===== src/rtl/cache_level_arbiter.sv =====
// Two-requester arbiter in front of the next cache level, with response routing by an order FIFO.
// Optional build macro: CACHE_ARB_FIXED_PRIORITY_EN (requester 0 always wins ties).
module cache_level_arbiter #(
  parameter int BW_ACCESS_ADDR   = 32,
  parameter int BW_CACHE_COMMAND = 2,
  parameter int BW_DATA_BLOCK    = 128,
  parameter int CMD_READ         = 1,
  parameter int N_OUTSTANDING    = 4
) (
  input  logic                        clock_i,
  input  logic                        resetn_i,
  input  logic                        req0_write_i,
  input  logic [BW_CACHE_COMMAND-1:0] req0_command_i,
  input  logic [BW_ACCESS_ADDR-1:0]   req0_addr_i,
  input  logic [BW_DATA_BLOCK-1:0]    req0_data_i,
  output logic                        req0_full_o,
  input  logic                        req1_write_i,
  input  logic [BW_CACHE_COMMAND-1:0] req1_command_i,
  input  logic [BW_ACCESS_ADDR-1:0]   req1_addr_i,
  input  logic [BW_DATA_BLOCK-1:0]    req1_data_i,
  output logic                        req1_full_o,
  output logic                        ext_write_o,
  output logic [BW_CACHE_COMMAND-1:0] ext_command_o,
  output logic [BW_ACCESS_ADDR-1:0]   ext_addr_o,
  output logic [BW_DATA_BLOCK-1:0]    ext_data_o,
  input  logic                        ext_full_i,
  input  logic                        ext_write_i,
  input  logic [BW_CACHE_COMMAND-1:0] ext_command_i,
  input  logic [BW_ACCESS_ADDR-1:0]   ext_addr_i,
  input  logic [BW_DATA_BLOCK-1:0]    ext_data_i,
  output logic                        ext_full_o,
  output logic                        resp0_write_o,
  output logic [BW_CACHE_COMMAND-1:0] resp0_command_o,
  output logic [BW_ACCESS_ADDR-1:0]   resp0_addr_o,
  output logic [BW_DATA_BLOCK-1:0]    resp0_data_o,
  input  logic                        resp0_full_i,
  output logic                        resp1_write_o,
  output logic [BW_CACHE_COMMAND-1:0] resp1_command_o,
  output logic [BW_ACCESS_ADDR-1:0]   resp1_addr_o,
  output logic [BW_DATA_BLOCK-1:0]    resp1_data_o,
  input  logic                        resp1_full_i,
  output logic                        error_o
);

  localparam int PW = $clog2(N_OUTSTANDING);
  localparam logic [BW_CACHE_COMMAND-1:0] RD = BW_CACHE_COMMAND'(CMD_READ);

  logic                        valid_q, valid_d;
  logic [BW_CACHE_COMMAND-1:0] cmd_q, cmd_d;
  logic [BW_ACCESS_ADDR-1:0]   addr_q, addr_d;
  logic [BW_DATA_BLOCK-1:0]    data_q, data_d;
  logic                        src_q, src_d;
  logic [N_OUTSTANDING-1:0]    ord_mem_q, ord_mem_d;
  logic [PW-1:0]               wr_ptr_q, wr_ptr_d, rd_ptr_q, rd_ptr_d;
  logic [PW:0]                 count_q, count_d;
  logic                        error_q, error_d;

  logic retire, stage_free, fifo_full, fifo_empty;
  logic elig0, elig1, try0, try1, grant0, grant1, accept;
  logic [BW_CACHE_COMMAND-1:0] acc_cmd;
  logic push, pop, head;

  assign retire     = valid_q & ~ext_full_i;
  assign stage_free = ~valid_q | retire;
  assign fifo_full  = (count_q == (PW+1)'(N_OUTSTANDING));
  assign fifo_empty = (count_q == '0);
  assign elig0      = stage_free & ((req0_command_i != RD) | ~fifo_full);
  assign elig1      = stage_free & ((req1_command_i != RD) | ~fifo_full);
  assign try0       = req0_write_i & elig0;
  assign try1       = req1_write_i & elig1;

`ifdef CACHE_ARB_FIXED_PRIORITY_EN
  assign grant0 = try0;
  assign grant1 = try1 & ~try0;
`else
  logic last_grant_q, last_grant_d;
  // last_grant_q holds the id of the most recent winner; the other one wins a tie
  assign grant0 = try0 & (~try1 | last_grant_q);
  assign grant1 = try1 & (~try0 | ~last_grant_q);
  assign last_grant_d = accept ? grant1 : last_grant_q;
`endif

  assign accept  = grant0 | grant1;
  assign acc_cmd = grant1 ? req1_command_i : req0_command_i;
  assign push    = accept & (acc_cmd == RD);
  assign head    = ord_mem_q[rd_ptr_q];
  assign pop     = ext_write_i & ~fifo_empty;

  // Gating with resetn_i keeps requesters unblocked while the block is held in reset
  assign req0_full_o = resetn_i & (~elig0 | grant1);
  assign req1_full_o = resetn_i & (~elig1 | grant0);

  assign ext_write_o   = retire;
  assign ext_command_o = cmd_q;
  assign ext_addr_o    = addr_q;
  assign ext_data_o    = data_q;

  assign ext_full_o      = ~fifo_empty & (head ? resp1_full_i : resp0_full_i);
  assign resp0_write_o   = pop & ~head;
  assign resp1_write_o   = pop & head;
  assign resp0_command_o = ext_command_i;
  assign resp0_addr_o    = ext_addr_i;
  assign resp0_data_o    = ext_data_i;
  assign resp1_command_o = ext_command_i;
  assign resp1_addr_o    = ext_addr_i;
  assign resp1_data_o    = ext_data_i;
  assign error_o         = error_q;

  always_comb begin
    valid_d = accept | (valid_q & ~retire);
    cmd_d   = cmd_q;
    addr_d  = addr_q;
    data_d  = data_q;
    src_d   = src_q;
    if (accept) begin
      cmd_d  = acc_cmd;
      addr_d = grant1 ? req1_addr_i : req0_addr_i;
      data_d = grant1 ? req1_data_i : req0_data_i;
      src_d  = grant1;
    end
  end

  always_comb begin
    ord_mem_d = ord_mem_q;
    wr_ptr_d  = wr_ptr_q;
    rd_ptr_d  = rd_ptr_q;
    count_d   = count_q;
    if (push) begin
      ord_mem_d[wr_ptr_q] = grant1;
      wr_ptr_d            = wr_ptr_q + 1'b1;
    end
    if (pop) rd_ptr_d = rd_ptr_q + 1'b1;
    if (push & ~pop) count_d = count_q + 1'b1;
    else if (pop & ~push) count_d = count_q - 1'b1;
    error_d = error_q | (ext_write_i & fifo_empty);
  end

  always_ff @(posedge clock_i or negedge resetn_i) begin
    if (!resetn_i) begin
      valid_q  <= 1'b0;
      wr_ptr_q <= '0;
      rd_ptr_q <= '0;
      count_q  <= '0;
      error_q  <= 1'b0;
    end else begin
      valid_q  <= valid_d;
      wr_ptr_q <= wr_ptr_d;
      rd_ptr_q <= rd_ptr_d;
      count_q  <= count_d;
      error_q  <= error_d;
    end
  end

`ifndef CACHE_ARB_FIXED_PRIORITY_EN
  always_ff @(posedge clock_i or negedge resetn_i) begin
    if (!resetn_i) last_grant_q <= 1'b1;
    else           last_grant_q <= last_grant_d;
  end
`endif

  // Payload and order-FIFO storage carry no reset; validity lives in the control flops
  always_ff @(posedge clock_i) begin
    cmd_q     <= cmd_d;
    addr_q    <= addr_d;
    data_q    <= data_d;
    src_q     <= src_d;
    ord_mem_q <= ord_mem_d;
  end

endmodule

===== config.mk =====
export PLATFORM = sky130hd
export DESIGN_NAME = cache_level_arbiter
export DESIGN_NICKNAME = d
export VERILOG_FILES = /design/src/rtl/cache_level_arbiter.sv
export SDC_FILE = /design/constraint.sdc
export NUM_CORES = 1
export LEC_CHECK = 0
export BUFFER_PORTS_ARGS = -buffer_cell sky130_fd_sc_hd__buf_4
export CORE_AREA = 2 2 385 387
export DETAILED_ROUTE_END_ITERATION = 6
export DIE_AREA = 0 0 387 389
export MAX_ROUTING_LAYER = met4
export PLACE_DENSITY_LB_ADDON = 0.25
export SYNTH_ARGS = -nofsm -noshare
export SYNTH_HDL_FRONTEND = slang
export SYNTH_SLANG_ARGS = --single-unit

===== constraint.sdc =====
create_clock -name clock_i -period 4.4 [get_ports clock_i]
set_input_delay 0.88 -clock clock_i [delete_from_list [all_inputs] [get_ports clock_i]]
set_output_delay 0.88 -clock clock_i [all_outputs]
set_load 0.02 [all_outputs]

Word level (Yosys, flattened, before mapping)
Cells that the tools add are included.

storage, ports and cells
  register bits after elaboration = 176
  bits of input ports = 494
  output and inout bits = 493
  word-level logic and storage cells = 76

operators by class
  add/sub/neg operators = 4
  order comparisons = 3
  equality and inequality tests = 4
  muxes and demuxes = 11
  bitwise logic cells = 41
  reductions and logical operators = 3

operator list
  kind                                                                                 number
  128-bit two-way mux                                                                  1
  32-bit two-way mux                                                                   1
  1-bit AND                                                                            18
  1-bit NOT                                                                            13
  1-bit bitwise OR                                                                     10
  2-bit by 3-bit < comparator with 1-bit output, second input constant                 2
  3-bit two-way mux                                                                    2
  2-bit by 1-bit adder with 2-bit output, second input constant                        2
  4-bit bitwise mux                                                                    1
  2-bit by 1-bit inequality test with 1-bit output, second input constant              2
  3-bit by 1-bit adder with 3-bit output, second input constant                        1
  3-bit equality test, second input constant                                           1
  3-bit zero test                                                                      1
  1-bit two-way mux                                                                    3
  3-bit by 1-bit subtractor with 3-bit output, second input constant                   1
  1-bit binary-select mux with 2-bit select                                            1
  1-bit demux with 2-bit select                                                        1
  2-bit by 1-bit equality test with 1-bit output, second input constant                1
  2-bit by 1-bit greater-or-equal comparator with 1-bit output, second input constant  1
  2-bit two-way mux                                                                    1
  2-bit nonzero test                                                                   1
  1-bit logical AND                                                                    1

Longest topological paths before layout
  depth in word-level cells = 15
  mapped depth = 10
  depth with buffers taken out = 10

Worst setup path before layout
Ideal clock, no wire load.

  kind = input-to-reg
  start = input req1_command_i[0]
  end = register addr_q[0], in the netlist ext_addr_o[0] (enable)
  setup time = 0.514 ns
  data arrival time = 4.588 ns
  data required time = 3.886 ns
  path slack = -0.703 ns
  stages = 4
  buffers on the path = 0
  cells stage by stage = nor2b_1 -> a221oi_2 -> a21oi_2 -> inv_1

between the ends
  longest elaborated chain between the ends = 8
  elaborated cells on any way between the ends = 9
  those cells by class = eq/ne (1); bitwise (8)

RTL lines
  item                                                  RTL line  text
  start, declared                                       18        input logic [BW_CACHE_COMMAND-1:0] req1_command_i,
  2-bit by 1-bit inequality test with 1-bit output (*)  68        assign elig1 = stage_free & ((req1_command_i != RD) | ~fifo_full);
  1-bit bitwise OR (*)                                  68
  1-bit AND (*)                                         68
  1-bit AND (*)                                         70        assign try1 = req1_write_i & elig1;
  1-bit NOT                                             78        assign grant0 = try0 & (~try1 | last_grant_q);
  1-bit bitwise OR                                      78
  1-bit AND                                             78
  1-bit bitwise OR (*)                                  83        assign accept = grant0 | grant1;
  via accept                                            59        logic elig0, elig1, try0, try1, grant0, grant1, accept;
  end signal, assigned                                  164       addr_q <= addr_d;
  end, declared                                         50        logic [BW_ACCESS_ADDR-1:0] addr_q, addr_d;

Mark *: on every way through the listed nets, which the timed path passes. The rest lies on a longest branch.
A chain may end at the register's enable or synchronous reset.

Worst setup path after layout
  start = register rd_ptr_q[0]
  end = output ext_full_o

between the ends
  longest elaborated chain between the ends = 4

RTL lines
  item                                       RTL line  text
  start, declared                            54        logic [PW-1:0] wr_ptr_q, wr_ptr_d, rd_ptr_q, rd_ptr_d;
  start signal, assigned                     148       rd_ptr_q <= rd_ptr_d;
  1-bit binary-select mux with 2-bit select  86        assign head = ord_mem_q[rd_ptr_q];
  1-bit two-way mux (implied by the code)    86
  1-bit two-way mux                          98        assign ext_full_o = ~fifo_empty & (head ? resp1_full_i : resp0_full_i);
  1-bit AND                                  98
  end, declared                              31        output logic ext_full_o,

No other way between the ends. The select of a mux whose other input is x is not followed.

==> run summary <==
The run finished with clean final reports. The post-synthesis sequential element count was 176. The synthesized-area fraction occupied by and/or/nand/nor cells is 0.0117, and the via count of the first global-routing pass is 6896. In the final routed layout, each cell accounts on average for 20.8 microns. The starting density of the core was 0.0725. The source-to-sink clock delay at the later pin of the worst-skew pair was 0.53 ns; the hold violation count in the final report was 0.

The portion of the post-synthesis area used by sequential elements came out at 0.493. For this run, design rule violations remaining after detail routing come to 0. The top fanout value on the critical path was 3. The number of distinct library cell variants in the gate-level netlist after synthesis came out at 33. Number of vias per cell after detailed routing: 2.22. Post-CTS repair changed the size of 0 cells. The share of cells above drive strength 1 works out to 0.757.

Post-synthesis cell type with the largest combined area: edfxtp_1. The logs give 151000 sq um for the area enclosed by the die boundary and 4 for the level count of the clock H-tree. Yosys printed 0 warnings.

The number of hold buffers added after CTS came out at 0. The tightest min-delay check is of the input port to asynchronous set/reset pin type. By area the synthesized netlist is led by edfxtp_1 47%, buf_4 23%, mux2_4 14%, mux2_2 6.3%, dfrtp_1 2.1%. In this run, synthesis inferred 166 flip-flops with an integrated enable. The dominant cell by count in the synthesized netlist is buf_4. From left edge to right edge, the die measures 387 microns.

The share of the synthesized area in the top cell type came out at 0.469. The post-synthesis mux area share was 0.212. The TritonCTS buffer count is 17. The clock-pin slew on the worst setup and hold paths works out to 0.11 ns. The first detailed-routing pass took 6 iterations. Summing over every cut layer, the via total after detailed routing is 6359.

The clock passes through at most 2 buffers. The HPWL after detailed placement is 52.3 mm. The run gives 3.52 ns as the required time reported for the critical path endpoint. The tools report the overall routing resource usage as 0.0788. Dividing total power by cell area gives a power density of 398 nW/um^2. Capturing element type of the critical path: an output port. Post-CTS timing repair inserted 0 buffers for setup.

The logs give 147000 sq um for the floorplan core area and 0.0406 ns for the final clock skew. The count of port buffers added during placement was 500. The share of synthesized flip-flops with an asynchronous set or reset is 0.0568, and the maximum vdd ir drop is 0.240 mV.

The fraction of the mapped netlist area in compound gates was 0.00930; the total congestion overflow after global routing was 0. For the wire length of the first global-routing pass, the log shows 74.7 mm. The leakage power was 0.00569 uW. For this block, the routed nets add up to 59.7 mm of wire.

Routability-driven placement finished with a final weighted congestion of 0.877. After synthesis, the most frequently instantiated cells are 325 x buf_4, 166 x edfxtp_1, 100 x mux2_4. The critical path startpoint category was a flop. Setup repair after global routing left no endpoint under its margin. Main flop type after synthesis: edfxtp_1.

In this run the cell area measured after placement is 14200 sq um. Clock tree synthesis selected as its root buffer the cell clkbuf_16. TritonCTS built the clock tree. For this design, the sink count on the clock tree is 176. The tool flagged a number of max-cap violations equal to 0. The die is 389 microns tall. The area added between synthesis and finish was 39.3%; the number of pins with negative max-slew slack in the final report was 0. For this run, the post-layout net count is 1425. The run gives 141 as the placement row count.

After synthesis, the largest family of logic cells by area is buffers and inverters. Synthesis handed over a netlist of 737 instances. 987 I/O pins were placed. The violation count after the first detailed-routing iteration is 180, and the part of the cycle the worst path needs is 0.714. Data arrives at the worst endpoint at 2.26 ns.

The pin count of the biggest net entering global routing came out at 69. The final total negative setup slack is 0 ns. Once detail routing completed, the nets flagged for antenna violations numbered 0. When the netlist entered floorplanning its net count stood at 1237. The worst setup path is of the flop to output port kind. For this run, the top clock speed supported by timing is 318 MHz. The synthesized-area fraction occupied by adder cells was 0.00777; the final critical delay including setup and external delays was 3.14 ns. After synthesis, the mean cell area works out to 14.4 sq um. The actual transition at the worst max-transition pin came out at 0.568 ns. For the remaining max-slew budget at the tightest pin, the log shows 0.622. For the synthesized area, the log shows 10600 sq um. The run gives 14800 sq um as the area of all placed cells without fillers. The XOR/XNOR share of the synthesized area was 0.00495; the final setup violation count was 0. The initial antenna violation count was 8.
worst max-delay path, cell delays in order (launching register included):
cell	delay (ns)
dfrtp_1	0.42
mux4_2	0.60
mux2i_1	0.43
nor2_1	0.08
buf_4	0.19
layer usage:
metal | vias up | wire (microns) | track usage
met5 | - | 0 | -
met4 | 0 | 1670 | 0.0315
met3 | 78 | 7960 | 0.0477
met2 | 795 | 33800 | 0.150
met1 | 2864 | 16300 | 0.0582
li1 | 2622 | - | -
state kept, by name, summed over array words and instances (netlist names):
name and flops:
count_q 3, error_o 1, ext_addr_o 32, ext_command_o 2, ext_data_o 128, last_grant_q 1, ord_mem_q 4, rd_ptr_q 2
valid_q 1, wr_ptr_q 2
placed cells by master, fill, tap and decap left out, types with 2 or more instances in the layout:
master,n
buf_12,4
o21ai_0,2
buf_4,507
a21o_1,3
clkbuf_16,17
a21oi_2,2
clkinv_8,4
nor2b_1,3
diode_2,2
mux2_1,5
edfxtp_1,166
and2_1,4
mux2_4,100
xor2_1,3
nand2_1,4
nor2_1,4
o21a_1,2
mux2_2,59
inv_1,6
nand2b_1,2
xnor2_1,3
ha_1,5
inv_8,6
clkinvlp_4,3
dfrtp_1,9
logic make-up after synthesis:
group                      count (synthesis)
DFF                                      176
adders and majority gates                  6
AOI/OAI and AO/OA                         12
and+or+nand+nor                           22
xor gates and xnor gates                   6
muxes                                    166
buffers and inverters                    349
final timing paths:
kind                                         start                  endpoint  slack [ns]  depth (start not counted)
max reg2reg                 count_q[1]$_DFFE_PN0P_    count_q[2]$_DFFE_PN0P_        1.67                         10
min reg2reg                rd_ptr_q[1]$_DFFE_PN0P_   rd_ptr_q[1]$_DFFE_PN0P_        0.48                          1
max in group asynchronous                 resetn_i  last_grant_q$_DFFE_PN1P_        3.96                          1
min                                       resetn_i   rd_ptr_q[0]$_DFFE_PN0P_        0.16                          1
min in group clock_i       rd_ptr_q[1]$_DFFE_PN0P_   rd_ptr_q[1]$_DFFE_PN0P_        0.48                          1
max                        rd_ptr_q[0]$_DFFE_PN0P_                ext_full_o        1.26                          4
power by group:
| group | total [uW] | internal, uW | switching [uW] | leakage [uW] |
|---|---|---|---|---|
| Sequential | 2350 | 2210 | 143 | 0.00174 |
| Clock | 1750 | 822 | 926 | 0.000294 |
| Combinational | 1800 | 875 | 920 | 0.00365 |
| Total | 5900 | 3910 | 1990 | 0.00569 |
per-stage QoR:
stage               worst slack, ns  instances  power, uW    util  hold slack, ns
finish                         1.26       2870       5900   0.101           0.165
global placement               1.11       2836       4220  0.0967           0.473
CTS                            1.09       2868       6090   0.101          0.0820
floorplan                    0.0580        737       3810       -           0.450
global route                   1.08       2870       6210   0.101           0.112
detailed placement             1.16       2836       4230  0.0967           0.466
layout make-up:
cell class,count,area (sq um)
Fill cell,16800,132000
Sequential cell,176,5240
Timing Repair Buffer,511,3890
Multi-Input combinational cell,212,2610
Tap cell,1930,2410
Clock buffer,17,425
Clock inverter,15,190
Inverter,7,30.0
Antenna cell,2,5.00
(Power assumes the default switching activity.)
